===== src/rtl/dmem_arbiter.sv =====
// Two-port arbiter and sequencer in front of the 4096 x 8 data memory.
// The CPU memory stage and a DMA/debug requester share the memory through
// req/ack handshakes; each legal access drives the memory strobes for one
// cycle and returns registered read data one cycle later with the ack.
// Illegal requests (bad length, misaligned, out of range) never reach memory.
// Optional build macro: DMEM_ARB_CPU_PRIORITY_EN selects fixed CPU priority
// instead of round-robin arbitration.
module dmem_arbiter #(
  parameter int DEPTH = 4096,
  parameter int AW    = 12
) (
  input  logic        clk,
  input  logic        reset,
  input  logic        cpureq,
  input  logic        cpuwe,
  input  logic [31:0] cpuaddr,
  input  logic [31:0] cpuwdata,
  input  logic [1:0]  cpulength,
  input  logic        cpusign,
  output logic        cpuack,
  output logic [31:0] cpurdata,
  output logic        cpuerr,
  input  logic        dmareq,
  input  logic        dmawe,
  input  logic [31:0] dmaaddr,
  input  logic [31:0] dmawdata,
  input  logic [1:0]  dmalength,
  input  logic        dmasign,
  output logic        dmaack,
  output logic [31:0] dmardata,
  output logic        dmaerr,
  output logic [31:0] memaddress,
  output logic [31:0] memwdata,
  output logic        memread,
  output logic        memwrite,
  output logic [1:0]  memlength,
  output logic        memsign,
  input  logic [31:0] memrdata,
  output logic        busy
);

  typedef enum logic [1:0] {
    IDLE   = 2'b00,
    ACCESS = 2'b01,
    RESP   = 2'b10
  } state_t;

  state_t      state_q, state_d;

  logic        grantDma_q;
  logic        err_q;
  logic        we_q;
  logic [31:0] rdata_q;
  logic [31:0] memAddr_q;
  logic [31:0] memWdata_q;
  logic [1:0]  memLength_q;
  logic        memSign_q;

  logic        anyReq;
  logic        pickDma;
  logic        grantNow;
  logic        selWe;
  logic [31:0] selAddr;
  logic [31:0] selWdata;
  logic [1:0]  selLength;
  logic        selSign;
  logic [2:0]  selSize;
  logic [32:0] selEnd;
  logic        selIllegal;

  assign anyReq   = cpureq | dmareq;
  assign grantNow = (state_q == IDLE) && anyReq;

`ifdef DMEM_ARB_CPU_PRIORITY_EN
  // Fixed priority: DMA is only chosen when the CPU is not requesting.
  always_comb begin
    pickDma = ~cpureq;
  end
`else
  logic lastDma_q;

  // Round-robin choice: on contention the port that did not win last time goes.
  always_comb begin
    pickDma = dmareq & (~cpureq | ~lastDma_q);
  end

  // Remember the last winner; reset pretends DMA went last so the CPU goes first.
  always_ff @(posedge clk or posedge reset) begin
    if (reset) begin
      lastDma_q <= 1'b1;
    end else if (grantNow) begin
      lastDma_q <= pickDma;
    end
  end
`endif

  // Steer the winning port's request fields onto one set of wires.
  always_comb begin
    selWe     = pickDma ? dmawe     : cpuwe;
    selAddr   = pickDma ? dmaaddr   : cpuaddr;
    selWdata  = pickDma ? dmawdata  : cpuwdata;
    selLength = pickDma ? dmalength : cpulength;
    selSign   = pickDma ? dmasign   : cpusign;
  end

  // Legality check: length code, alignment, and the last byte touched must
  // fall inside both the AW-bit decode window and the populated DEPTH.
  always_comb begin
    selIllegal = 1'b0;
    case (selLength)
      2'b00:   selSize = 3'd4;
      2'b01:   selSize = 3'd1;
      2'b10:   selSize = 3'd2;
      default: selSize = 3'd1;
    endcase
    selEnd = {1'b0, selAddr} + {30'd0, selSize} - 33'd1;
    if (selLength == 2'b11) begin
      selIllegal = 1'b1;
    end
    if ((selLength == 2'b00) && (selAddr[1:0] != 2'b00)) begin
      selIllegal = 1'b1;
    end
    if ((selLength == 2'b10) && selAddr[0]) begin
      selIllegal = 1'b1;
    end
    if (((selEnd >> AW) != 33'd0) || (selEnd >= 33'(DEPTH))) begin
      selIllegal = 1'b1;
    end
  end

  // Sequencer next state: illegal requests skip the memory cycle entirely.
  always_comb begin
    state_d = state_q;
    case (state_q)
      IDLE: begin
        if (anyReq) begin
          state_d = selIllegal ? RESP : ACCESS;
        end
      end
      ACCESS:  state_d = RESP;
      RESP:    state_d = IDLE;
      default: state_d = IDLE;
    endcase
  end

  // State register; reset mid-access abandons the transaction without an ack.
  always_ff @(posedge clk or posedge reset) begin
    if (reset) begin
      state_q <= IDLE;
    end else begin
      state_q <= state_d;
    end
  end

  // Latch the grant, its direction and its verdict when a request is accepted.
  always_ff @(posedge clk or posedge reset) begin
    if (reset) begin
      grantDma_q <= 1'b0;
      err_q      <= 1'b0;
      we_q       <= 1'b0;
    end else if (grantNow) begin
      grantDma_q <= pickDma;
      err_q      <= selIllegal;
      we_q       <= selWe;
    end
  end

  // Memory-side fields change only for legal grants so they hold otherwise.
  always_ff @(posedge clk or posedge reset) begin
    if (reset) begin
      memAddr_q   <= 32'd0;
      memWdata_q  <= 32'd0;
      memLength_q <= 2'b00;
      memSign_q   <= 1'b0;
    end else if (grantNow && !selIllegal) begin
      memAddr_q   <= selAddr;
      memWdata_q  <= selWdata;
      memLength_q <= selLength;
      memSign_q   <= selSign;
    end
  end

  // Response data: cleared at grant, filled from memory at the end of a load.
  always_ff @(posedge clk or posedge reset) begin
    if (reset) begin
      rdata_q <= 32'd0;
    end else if (grantNow) begin
      rdata_q <= 32'd0;
    end else if (state_q == ACCESS) begin
      rdata_q <= we_q ? 32'd0 : memrdata;
    end
  end

  // Output decode straight from the state register so reset drops strobes at once.
  always_comb begin
    memread    = (state_q == ACCESS) && !we_q;
    memwrite   = (state_q == ACCESS) && we_q;
    memaddress = memAddr_q;
    memwdata   = memWdata_q;
    memlength  = memLength_q;
    memsign    = memSign_q;
    busy       = (state_q != IDLE);
    cpuack     = (state_q == RESP) && !grantDma_q;
    dmaack     = (state_q == RESP) && grantDma_q;
    cpuerr     = cpuack && err_q;
    dmaerr     = dmaack && err_q;
    cpurdata   = cpuack ? rdata_q : 32'd0;
    dmardata   = dmaack ? rdata_q : 32'd0;
  end

endmodule

===== config.mk =====
export PLATFORM = sky130hd
export DESIGN_NAME = dmem_arbiter
export DESIGN_NICKNAME = d
export VERILOG_FILES = /design/src/rtl/dmem_arbiter.sv
export SDC_FILE = /design/constraint.sdc
export NUM_CORES = 1
export LEC_CHECK = 0
export CAP_MARGIN = 20
export CORE_AREA = 2 2 131 133
export CTS_BUF_LIST = sky130_fd_sc_hd__clkbuf_8
export CTS_CLUSTER_DIAMETER = 60
export CTS_CLUSTER_SIZE = 20
export DETAILED_ROUTE_END_ITERATION = 10
export DIE_AREA = 0 0 133 135
export PLACE_DENSITY = 0.9
export SYNTH_ARGS = -nofsm -noshare
export SYNTH_HDL_FRONTEND = slang
export SYNTH_SLANG_ARGS = --single-unit

===== constraint.sdc =====
create_clock -name clk -period 6.7 [get_ports clk]
set_input_delay 1.005 -clock clk [delete_from_list [all_inputs] [get_ports clk]]
set_output_delay 1.005 -clock clk [all_outputs]
set_load 0.01 [all_outputs]

Word level (Yosys, flattened, before mapping)
Cells that the tools add are included.
Widths: inputs -> output; s select.
{"block": "op_classes", "n_addsub": 2, "order_cmp": 1, "n_eq_ne": 5, "n_mux": 18, "bitwise": 5, "n_reduce_logical": 20}
{"op": "$mux 32", "n": 7}
{"op": "$add 32x3->33", "n": 1}
{"op": "$ge 33x13->1 const B", "n": 1}
{"op": "$reduce_bool 33->1", "n": 1}
{"op": "$sub 33x1->33 const B", "n": 1}
{"op": "$logic_and 1x1->1", "n": 10}
{"op": "$eq 2x2->1 const B", "n": 3}
{"op": "$mux 1", "n": 6}
{"op": "$mux 2", "n": 3}
{"op": "$pmux 3 s2", "n": 1}
{"op": "$reduce_bool 2->1", "n": 3}
{"op": "$logic_not 2->1", "n": 2}
{"op": "$pmux 2 s2", "n": 1}
{"op": "$logic_not 1->1", "n": 3}
{"op": "$eq 2x1->1 const B", "n": 1}
{"op": "$ne 2x2->1 const B", "n": 1}
{"op": "$not 1->1", "n": 2}
{"op": "$or 1x1->1", "n": 2}
{"op": "$and 1x1->1", "n": 1}
{"op": "$logic_or 1x1->1", "n": 1}
{"block": "word_totals", "reg_bits": 105, "inputBits": 172, "out_inout_bits": 138, "word_cells": 61}

Depth between registers and ports, before layout
Gate-level depths: netlist of run 1.
{"block": "depth", "depth_word": 14, "ltp_mapped": 19, "ltp_nobuf": 17}

Worst setup path after synthesis of run 1
No wires, ideal clock.
{"block": "synth_path", "path_kind": "input-to-reg", "start": "input port dmareq", "end": "register memWdata_q[3], in the netlist memwdata[3]", "setup_ns": 0.127, "arrival_time_ns": 5.815, "t_required_ns": 6.573, "setup_slack_ns": 0.758, "cell_stages": 17, "n_path_buf": 4, "cell_sequence": "a21boi_4 clkbuf_1 clkbuf_1 mux2i_1 ha_1 fa_1 nor2b_1 o31ai_2 a31o_2 mux2_2 o311ai_0 or4_1 or4_1 nor4_4 buf_6 buf_6 mux2_1"}
{"block": "synth_via", "elab_chain_cells": 11, "word_cells_on_any_way": 24, "classes_between": "add/sub (2); order compare (1); eq/ne (2); mux (8); bitwise (2); reduce/logical (9)"}
{"item": "start, declared", "line_no": "23", "text": "input logic dmareq,"}
{"item": "$and 1x1->1", "line_no": "84", "text": "pickDma = dmareq & (~cpureq | ~lastDma_q);"}
{"item": "$mux 2", "line_no": "102", "text": "selLength = pickDma ? dmalength : cpulength;"}
{"item": "$eq 2x2->1 / $logic_not 2->1 (equally long branches)", "line_no": "110, 123, 120"}
{"item": "$pmux 3 s2", "line_no": "110", "text": "case (selLength)"}
{"item": "$add 32x3->33", "line_no": "116", "text": "selEnd = {1'b0, selAddr} + {30'd0, selSize} - 33'd1;"}
{"item": "$sub 33x1->33", "line_no": "116"}
{"item": "$ge 33x13->1 / $reduce_bool 33->1 (equally long branches)", "line_no": "126", "text": "if (((selEnd >> AW) != 33'd0) || (selEnd >= 33'(DEPTH))) begin"}
{"item": "$logic_or 1x1->1", "line_no": "126"}
{"item": "$mux 1", "line_no": "126"}
{"item": "$logic_not 1->1", "line_no": "175", "text": "end else if (grantNow && !selIllegal) begin"}
{"item": "$logic_and 1x1->1", "line_no": "175"}
{"item": "end signal, assigned", "line_no": "177", "text": "memWdata_q <= selWdata;"}
{"item": "end, declared", "line_no": "55", "text": "logic [31:0] memWdata_q;"}
Several ways; a longest one is shown, not always the timed one.
A chain may end at the register's enable or synchronous reset.

Worst setup path in the final report of run 1
{"block": "layout_path", "start": "input port dmareq", "end": "register memAddr_q[22], in the netlist memaddress[22]"}
{"block": "layout_via", "elab_chain_cells": 11, "word_cells_on_any_way": 23, "classes_between": "add/sub (2); order compare (1); eq/ne (2); mux (7); bitwise (2); reduce/logical (9)"}
{"item": "$and 1x1->1", "line_no": "84"}
{"item": "$mux 2", "line_no": "102"}
{"item": "$eq 2x2->1 / $logic_not 2->1 (equally long branches)", "line_no": "110, 123, 120"}
{"item": "$pmux 3 s2", "line_no": "110"}
{"item": "$add 32x3->33", "line_no": "116"}
{"item": "$sub 33x1->33", "line_no": "116"}
{"item": "$ge 33x13->1 / $reduce_bool 33->1 (equally long branches)", "line_no": "126"}
{"item": "$logic_or 1x1->1", "line_no": "126"}
{"item": "$mux 1", "line_no": "126"}
{"item": "$logic_not 1->1", "line_no": "175"}
{"item": "$logic_and 1x1->1", "line_no": "175"}
{"item": "end signal, assigned", "line_no": "176", "text": "memAddr_q <= selAddr;"}
{"item": "end, declared", "line_no": "54", "text": "logic [31:0] memAddr_q;"}
Several ways; a longest one is shown, not always the timed one.

==> flow_summary.yaml, run 1 <==
run_status:
  status: "finished clean"
synthesis:
  synth.largest_area_cell: "dfrtp_1"
  syn_area_um2: 7293
  synth_area_per_cell_um2: 9.763
  async_reset_ff_frac: 1.000
  synth_edf_count: 0
  synth_top_family_by_area: "multiplexers"
  synthMuxAreaShare: 0.2060
  synth_nets: 954
  synth_top_cell_area_share: 0.3568
  synth_fa_ha_area_frac: 0.06107
  synth_cell_types: 66
  synthCells: 747
  ys_seq_area_frac: 0.3604
  ys.flop_type: "dfrtp_1"
  ys_ff_latch: 105
  yosysWarnings: 0
  yosys.area_share.simple: 0.1496
  synth-compound-area-share: 0.1609
  synth_xor_area_frac: 0.006004
  synth_area_leaders: "dfrtp_1, mux2_2, and2_1, ha_1, mux2i_1"
cts:
  ctsResizeCount: 0
  ctsRootBufferMaster: "clkbuf_8"
  clock_latency_ps: 390
  cts_tree: "built"
  ctsHoldBuffers: 0
  clock-sinks: 105
  clkTransAtPathRegs_ps: 100
  ctsLongestPathBuffers: 2
  post-cts-setup-buffers: 0
  cts_made_buffers: 9
  cts.htree.levels: 3
die:
  start_util: 0.4445
  die_h_um: 135
  rows: 47
  die-width_um: 133
  ioPinCount: 310
  die-area_um2: 17960
  core_um2: 16410
pwr:
  ir_drop_mv: 0.09963
  power.leakage_nw: 4.791
  powerDensity_nw_per_um2: 165.1
drt:
  wirelength_mm: 23.17
  dr_total_vias: 6895
  viasPerCell: 5.464
  drtIter0Drc: 359
  wl_met1_mm: 9.284
  dr.pass1.iters: 5
  wl_met3_mm: 1.569
  wl_met2_mm: 11.70
  route.detailed.drc: 0
  wire_per_inst_um: 18.36
  top_layer_used: "met4"
  drtAntennaViolNets: 0
sta:
  finalCriticalPeriod_ps: 6137
  hold_viol: 0
  fin_skew_ps: 13.92
  timing.fmax_ghz: 0.1630
  worst_pin_slew_ps: 777.1
  setup_ws_ps: 563.4
  setup_viol: 0
  max_slew_margin: 0.4820
  period_share: 0.9159
  finalMaxSlewViolations: 0
  rsz0062_at_grt: "no"
  final.setup.tns_ps: 0
worst_hold_path:
  min_from: "memwdata[3]$_DFFE_PP0P_"
  hp-class: "reg2reg"
run:
  maxCapViolations: 0
grt:
  grt_usage: 0.2578
  grt_overflow_total: 0
  grt_pass1_vias: 6888
  grt_first_pass_wirelength_mm: 36.63
  antenna_found_initial: 0
  grt_max_degree: 61
place:
  dpl.hpwl_mm: 18.52
  placed_area_um2: 10590
  dp.cells: 1245
  portBuffers: 309
  pre_cts_ws_ps: 178.8
  gp_congestion: 0.9254
layout:
  area_delta_synth_final_pct: 48.12
  final_util: 0.6584
  stdcell_area_um2: 10800
  nNetsFinal: 1243
  drive_gt1_frac: 0.1326
  fill_cells: 1297
  final_cell_count_no_fill: 1262
setup_path:
  arrival_ps: 6410
  cp_max_fo: 24
  critPathLaunchType: "primary input"
  worstPathRequired_ps: 6970
  rr_startpoint: "lastDma_q$_DFFE_PP1P_"
  cp-end-kind: "flop"
  critPathKind: "in2reg"
  crit_path_start: "dmareq"
where the power goes:
part           total, mW  leakage, nW  switching, mW  internal [mW]
combinational      0.709         3.25          0.393          0.316
sequential         0.645         1.43        0.00551          0.640
clock              0.429        0.111          0.241          0.188
cell type report:
cell class	instances	area (um^2)	area share
Antenna cell	1	2.502	0.0002316
Inverter	56	212.7	0.01969
Clock buffer	10	137.6	0.01274
Timing Repair Buffer	322	3203	0.2965
Multi-Input combinational cell	542	4272	0.3954
Tap cell	220	275.3	0.02548
Sequential cell	105	2629	0.2433
Clock inverter	6	71.32	0.006602
registers in the layout (all words and copies together) (netlist names):
register    cells
memaddress     32
grantDma_q      1
memwdata       32
state_q         2
rdata_q        32
memsign         1
we_q            1
memlength       2
err_q           1
lastDma_q       1
metrics by stage:
stage                     power [mW]  hold slack [ps]
after floorplan                1.114            471.4
after detailed placement       1.354            487.2
after CTS                      1.788            514.8
after global placement         1.342            467.2
after global routing           1.889            530.9
final                          1.783            505.8
Yosys cell counts, drive strengths merged, types with 3 or more instances:
| master | instances |
|---|---|
| nor2b | 3 |
| o22ai | 4 |
| a31oi | 4 |
| nand3 | 11 |
| xor2 | 3 |
| a21o | 7 |
| nor3 | 13 |
| o311ai | 4 |
| nand4 | 15 |
| nor2 | 32 |
| buf | 13 |
| and2 | 70 |
| a2111oi | 4 |
| o21ai | 25 |
| o2111ai | 3 |
| mux2i | 41 |
| o211ai | 8 |
| nor3b | 3 |
| a21oi | 39 |
| mux2 | 97 |
| or4 | 4 |
| ha | 34 |
| nand2 | 32 |
| inv | 56 |
| o21a | 8 |
| o21bai | 6 |
| clkbuf | 31 |
| or3 | 4 |
| a211oi | 3 |
| a22o | 32 |
| dfrtp | 104 |
final timing paths:
path | endpoint | slack, ps | cells after the start
setup / recovery | memaddress[22]$_DFFE_PP0P_ | 560 | 20
hold / removal | memwdata[3]$_DFFE_PP0P_ | 510 | 1
setup reg to reg | memaddress[22]$_DFFE_PP0P_ | 1370 | 19
hold reg to reg | memwdata[3]$_DFFE_PP0P_ | 510 | 1
max in group asynchronous | memaddress[22]$_DFFE_PP0P_ | 4470 | 3
min in group asynchronous | memwdata[2]$_DFFE_PP0P_ | 1020 | 2
logic make-up after synthesis:
logic type / after synthesis
mux: 138
xor+xnor: 5
flops: 105
fa+ha+maj: 35
buf+inv: 100
simple gates: 199
compound gates: 165
cell usage in the layout (no fill, tap or decap), drive strengths merged, types with 13 or more instances in the layout:
cell           netlist  layout
a21oi               39      39
a22o                32      32
and2                70      70
buf                 13      13
clkdlybuf4s50        0     309
dfrtp              104     104
ha                  34      34
inv                 56      60
mux2                97      97
mux2i               41      41
nand2               32      32
nand4               15      15
nor2                32      32
nor3                13      13
o21ai               25      25
routing by layer:
layer  up-vias  track usage
met2       296       0.4597
met1      3280       0.3111
met5         -            0
li1       3279            -
met3        40      0.05368
met4         0      0.08542
critical path, stage by stage:
cell             delay [ps]
clkdlybuf4s50_1         520
a21boi_4                290
buf_4                   260
buf_4                   240
mux2i_1                 340
ha_1                    200
inv_1                    40
ha_1                    180
inv_1                    70
fa_1                    160
nor2b_1                  50
o31ai_2                 260
a21oi_1                 120
o21ai_1                 360
o22ai_1                 140
or4_1                   400
or4_1                   610
nor4_4                  360
buf_4                   380
mux2_2                  380
Power figures use the tool's default switching activity.
==> run 2, diff against run 1 <==
--- a/config.mk
+++ b/config.mk
@@ -13,6 +13,7 @@
 export DETAILED_ROUTE_END_ITERATION = 10
 export DIE_AREA = 0 0 133 135
 export PLACE_DENSITY = 0.9
+export SLEW_MARGIN = 25
 export SYNTH_ARGS = -nofsm -noshare
 export SYNTH_HDL_FRONTEND = slang
 export SYNTH_SLANG_ARGS = --single-unit
==> results of run 2 <==
No change in the layout: final DEF, timing and power equal those of run 1.
==> run 3, diff against run 2 <==
--- a/config.mk
+++ b/config.mk
@@ -12,7 +12,7 @@
 export CTS_CLUSTER_SIZE = 20
 export DETAILED_ROUTE_END_ITERATION = 10
 export DIE_AREA = 0 0 133 135
-export PLACE_DENSITY = 0.9
+export PLACE_DENSITY = 0.84
 export SLEW_MARGIN = 25
 export SYNTH_ARGS = -nofsm -noshare
 export SYNTH_HDL_FRONTEND = slang
==> flow_summary.yaml, run 3 (synthesis gave the netlist of run 1 again) <==
sta:
  rsz0062_at_grt: "no"
  period_share: 0.8986
  hold_viol: 0
  max_slew_margin: 0.5445
  setup_viol: 0
  finalMaxSlewViolations: 0
  holdWs_ps: 504.1
  worst_pin_slew_ps: 683.3
  finalCriticalPeriod_ps: 6020
  final.setup.tns_ps: 0
  timing.fmax_ghz: 0.1661
  fin_skew_ps: 24.56
cts:
  cts_tree: "built"
  clkTransAtPathRegs_ps: 110
  post-cts-setup-buffers: 0
  ctsRootBufferMaster: "clkbuf_8"
  cts.htree.levels: 3
  cts_made_buffers: 9
  ctsLongestPathBuffers: 2
  clock-sinks: 105
  clock_latency_ps: 410
  ctsResizeCount: 0
  ctsHoldBuffers: 0
pwr:
  powerDensity_nw_per_um2: 162.0
  ir_drop_mv: 0.09943
  power.leakage_nw: 4.803
run:
  maxCapViolations: 0
die:
  rows: 47
  die-width_um: 133
  start_util: 0.4445
  die-area_um2: 17960
  ioPinCount: 310
  core_um2: 16410
  die_h_um: 135
layout:
  final_cell_mix: "clkdlybuf4s50_1, dfrtp_1, mux2_2"
  final_util: 0.6603
  area_delta_synth_final_pct: 48.53
  final_cell_count_no_fill: 1265
  final_common_cell: "clkdlybuf4s50_1"
  drive_gt1_frac: 0.1360
  nNetsFinal: 1246
setup_path:
  worstPathRequired_ps: 6980
  critPathLaunchType: "primary input"
  path_cells: "clkdlybuf4s50_1, a21boi_4, mux2_2, nand2_1, ha_1, inv_1, ha_1, inv_1, fa_1, nor2b_1, o31ai_2, a31o_2, mux2_2, o311ai_0, or4_1, or4_1, nor4_4, buf_12, mux2_2"
  timing.critical_path.mode_cell: "mux2_2"
  ff2ff_path_depth: 18
  cp-end-kind: "flop"
  slowest_delay_ps: 600
  arrival_ps: 6300
  critPathKind: "in2reg"
  cp_max_fo: 51
  critPathSlowestCell: "or4_1"
place:
  portBuffers: 309
  dp.cells: 1247
  dpl.hpwl_mm: 18.30
  gp_congestion: 0.9182
grt:
  grt_max_degree: 72
  grt_pass1_vias: 6855
  grt_first_pass_wirelength_mm: 36.11
  grt_usage: 0.2544
  grt_overflow_total: 0
  antenna_found_initial: 1
worst_hold_path:
  hp-class: "reg2reg"
  hold_depth: 1
drt:
  dr_total_vias: 6798
  wirelength_mm: 22.87
  drtAntennaViolNets: 0
  route.detailed.drc: 0
  drtIter0Drc: 357
  wire_per_inst_um: 18.08
  dr.pass1.iters: 5
  viasPerCell: 5.374
run_status:
  status: "finished clean"
-- run 3: final cells by class --
class	count	area, um^2
Multi-Input combinational cell	542	4272
Tap cell	220	275.3
Clock inverter	7	72.57
Timing Repair Buffer	325	3246
Clock buffer	9	123.9
Fill cell	1308	5574
Sequential cell	105	2629
Antenna cell	1	2.502
Inverter	56	212.7
-- run 3: worst max-delay path, delay by kind of cell --
| kind | cells | cell delay [ps] |
|---|---|---|
| AOI/OAI and AO/OA | 4 | 790 |
| adders and majority gates | 3 | 740 |
| buffers and inverters | 4 | 960 |
| muxes | 3 | 1020 |
| and+or+nand+nor | 5 | 1760 |
-- run 3: per-stage QoR --
step	instance area [um^2]	setup WS (ps)	total power, mW
floorplan	7293	758.0	1.114
global placement	10610	411.9	1.346
detailed placement	10610	286.6	1.356
CTS	10800	719.5	1.759
global route	10830	392.7	1.865
finish	10830	679.6	1.755
-- run 3: routing by layer --
layer	vias up	track usage	part of all wire
li1	3293	-	-
met1	3190	0.3092	0.41
met2	273	0.4476	0.50
met3	42	0.05105	0.068
met4	0	0.09438	0.025
met5	-	0	0
-- run 3: where the power goes --
group / leakage [nW] / switching [mW] / internal [mW]
Combinational: 3.28 / 0.391 / 0.320
Sequential: 1.43 / 0.00577 / 0.640
Clock: 0.100 / 0.252 / 0.146
Total: 4.80 / 0.650 / 1.11
-- run 3: worst paths after layout --
kind                                               from                  endpoint  slack (ps)
worst max-delay path                             dmareq  memwdata[10]$_DFFE_PP0P_         680
worst max register to register    lastDma_q$_DFFE_PP1P_  memwdata[10]$_DFFE_PP0P_        1490
worst min register to register  memwdata[3]$_DFFE_PP0P_   memwdata[3]$_DFFE_PP0P_         500
min in group asynchronous                         reset  memwdata[31]$_DFFE_PP0P_         960
max in group asynchronous                         reset   rdata_q[29]$_DFFE_PP0P_        4730
worst min-delay path            memwdata[3]$_DFFE_PP0P_   memwdata[3]$_DFFE_PP0P_         500
==> RTL change (settings of run 3) <==
The option `DMEM_ARB_CPU_PRIORITY_EN` is turned on by a define.
--- a/src/rtl/dmem_arbiter.sv
+++ b/src/rtl/dmem_arbiter.sv
@@ -7,2 +7,4 @@
 // instead of round-robin arbitration.
+`define DMEM_ARB_CPU_PRIORITY_EN
+
 module dmem_arbiter #(
Function: changed (a bounded check fails within 4 cycles, from zero or initial values and one cycle with reset high).
==> RTL change against run 3 <==
  * Power fell by 13%
  * Largest cell class unchanged
  * Maximum frequency grew 9.9%
  * Sequential power decreased by 2%
  * Core utilization shrank 1.5 points
  * Cell area shrank 2.3%
  * Non-clock buffer count decreased by 9
  * Hold slack worse by 0.0085 ns
  * Synthesized area is 2.4% lower
  * Sequential cell count is 1 lower
  * Setup slack better by 0.54 ns
  * Routed wire length fell by 0.84%
==> RTL change: results (changes against run 3) <==
[cts]
insertion_delay_ns=0.39  ; -0.02 ns
cts_root_buffer=clkbuf_8
htree_levels=3  ; unchanged
cts_setup_buffers=0  ; unchanged

[layout]
num_antenna_cells=0  ; -1
drive_above_1_share=0.144  ; +0.00797
fin_nets=1216  ; -2.4%
fillers=1376  ; +5.2%

[power_and_ir_drop]
peakVddDrop_mv=0.0865  ; -13%
p_leak_nw=4.67  ; -2.7%

[global_route]
grt_pass1_wl_um=35200  ; -2.4%
grt.total_usage=0.249  ; -0.00576
grt_max_degree=57  ; -21%
grt_pass1_vias=6649  ; -3.0%
antenna_found_initial=0  ; -1

[status]
status=complete, no violations

[critical_path]
ff2ff_setup_slack_ns=4.17  ; +2.68 ns
worstPathArrival_ns=5.75  ; -0.55 ns
r2r-end=memaddress[6]$_DFFE_PP0P_
reg2reg_depth=7  ; -11
timing.rr.start=state_q[0]$_DFFE_PP0P_
crit_fanout=55  ; +7.8%

[logic_synthesis]
ys_seq_area_frac=0.366  ; +0.00524
synth_area_leaders=dfrtp_1 37%, mux2_2 18%, and2_1 6.2%
yosysUniqueCellTypes=60  ; -9.1%
synth_commonest_cells=112 x mux2_2, 104 x dfrtp_1, 70 x and2_1

[placement]
hpwl_um=17800  ; -2.6%
place_congestion=0.962  ; +4.8%

[hold_path]
hold_end=memwdata[19]$_DFFE_PP0P_
worstHoldStart=memwdata[19]$_DFFE_PP0P_

[timing]
fin_worst_skew_ns=0.0131  ; -0.0115 ns
slew_headroom=0.342  ; -0.202

[routing]
drt_iter0_drc=324  ; -9.2%
vias_per_cell=5.35  ; -0.35%
wirelength_um=22700  ; -0.84%
first_pass_iters=7  ; +2

## RTL change: cell count changes in the layout (fill, tap and decap cells not counted), sizes merged, moves of 5 or more
cell	run 3	this run
mux2	97	127
o21bai	6	1
buf	16	8
mux2i	41	9
inv	59	54
nand2	32	40
nand4	15	8
o21ai	25	32
nor2	32	25
## RTL change: cell type report
type                    count  area share
multi-input cells         526       0.394
clock buffers               9      0.0117
flip-flops and latches    104       0.246
repair buffers            316       0.298
inverters                  52      0.0187
clock inverters             7     0.00626
well taps                 220      0.0260
## RTL change: logic make-up after synthesis
kind of cell	count (synthesis)	synth area share
and+or+nand+nor	190	0.147
buffers and inverters	85	0.0501
DFF	104	0.366
muxes	136	0.214
adders and majority gates	35	0.0626
xor gates and xnor gates	7	0.00861
AOI/OAI and AO/OA	158	0.153
## RTL change: worst max path at each step
stage	from	slack, ns	to
finish	cpureq	1.22	memaddress[6]$_DFFE_PP0P_
global route	cpureq	0.80	memaddress[6]$_DFFE_PP0P_
CTS	cpureq	1.25	memaddress[6]$_DFFE_PP0P_
detailed placement	cpureq	0.87	memaddress[6]$_DFFE_PP0P_
global placement	cpureq	0.99	memwdata[0]$_DFFE_PP0P_
floorplan	cpureq	1.23	memwdata[10]$_DFFE_PP0P_
## RTL change: report_power, final
| part | leakage [nW] | switching (W) | internal (W) |
|---|---|---|---|
| registers | 1.42 | 0.00000337 | 0.000630 |
| logic | 3.16 | 0.000268 | 0.000237 |
| clock network | 0.0945 | 0.000246 | 0.000143 |
| total | 4.67 | 0.000518 | 0.00101 |
## RTL change: per-stage QoR
stage	area [um2]	setup slack, ns	std cells	hold WS [ns]
5_1_grt	10600	0.803	1234	0.528
6_report	10600	1.22	1234	0.496
2_1_floorplan	7120	1.23	715	0.471
3_3_place_gp	10400	0.988	1218	0.466
3_5_place_dp	10400	0.871	1218	0.474
4_1_cts	10600	1.25	1234	0.500
## RTL change: metal layers
| layer | part of all wire | global-route usage | routed length (um) | up-vias |
|---|---|---|---|---|
| li1 | - | - | - | 3168 |
| met1 | 0.42 | 0.318 | 9610 | 3103 |
| met2 | 0.47 | 0.414 | 10800 | 295 |
| met3 | 0.075 | 0.0574 | 1710 | 42 |
| met4 | 0.027 | 0.0902 | 602 | 0 |
| met5 | 0 | 0 | 0 | - |
## RTL change: worst max-delay path: stages
cell	delay, ns
buf_4	0.34
mux2i_1	0.45
nand2_1	0.12
ha_1	0.31
inv_1	0.06
ha_1	0.16
inv_1	0.05
fa_1	0.34
nand2b_1	0.15
a21oi_1	0.25
o21ai_0	0.23
a2111oi_0	0.48
nor3_1	0.15
mux2i_1	0.22
nand4_1	0.21
nor4_4	0.40
buf_12	0.31
mux2_2	0.39
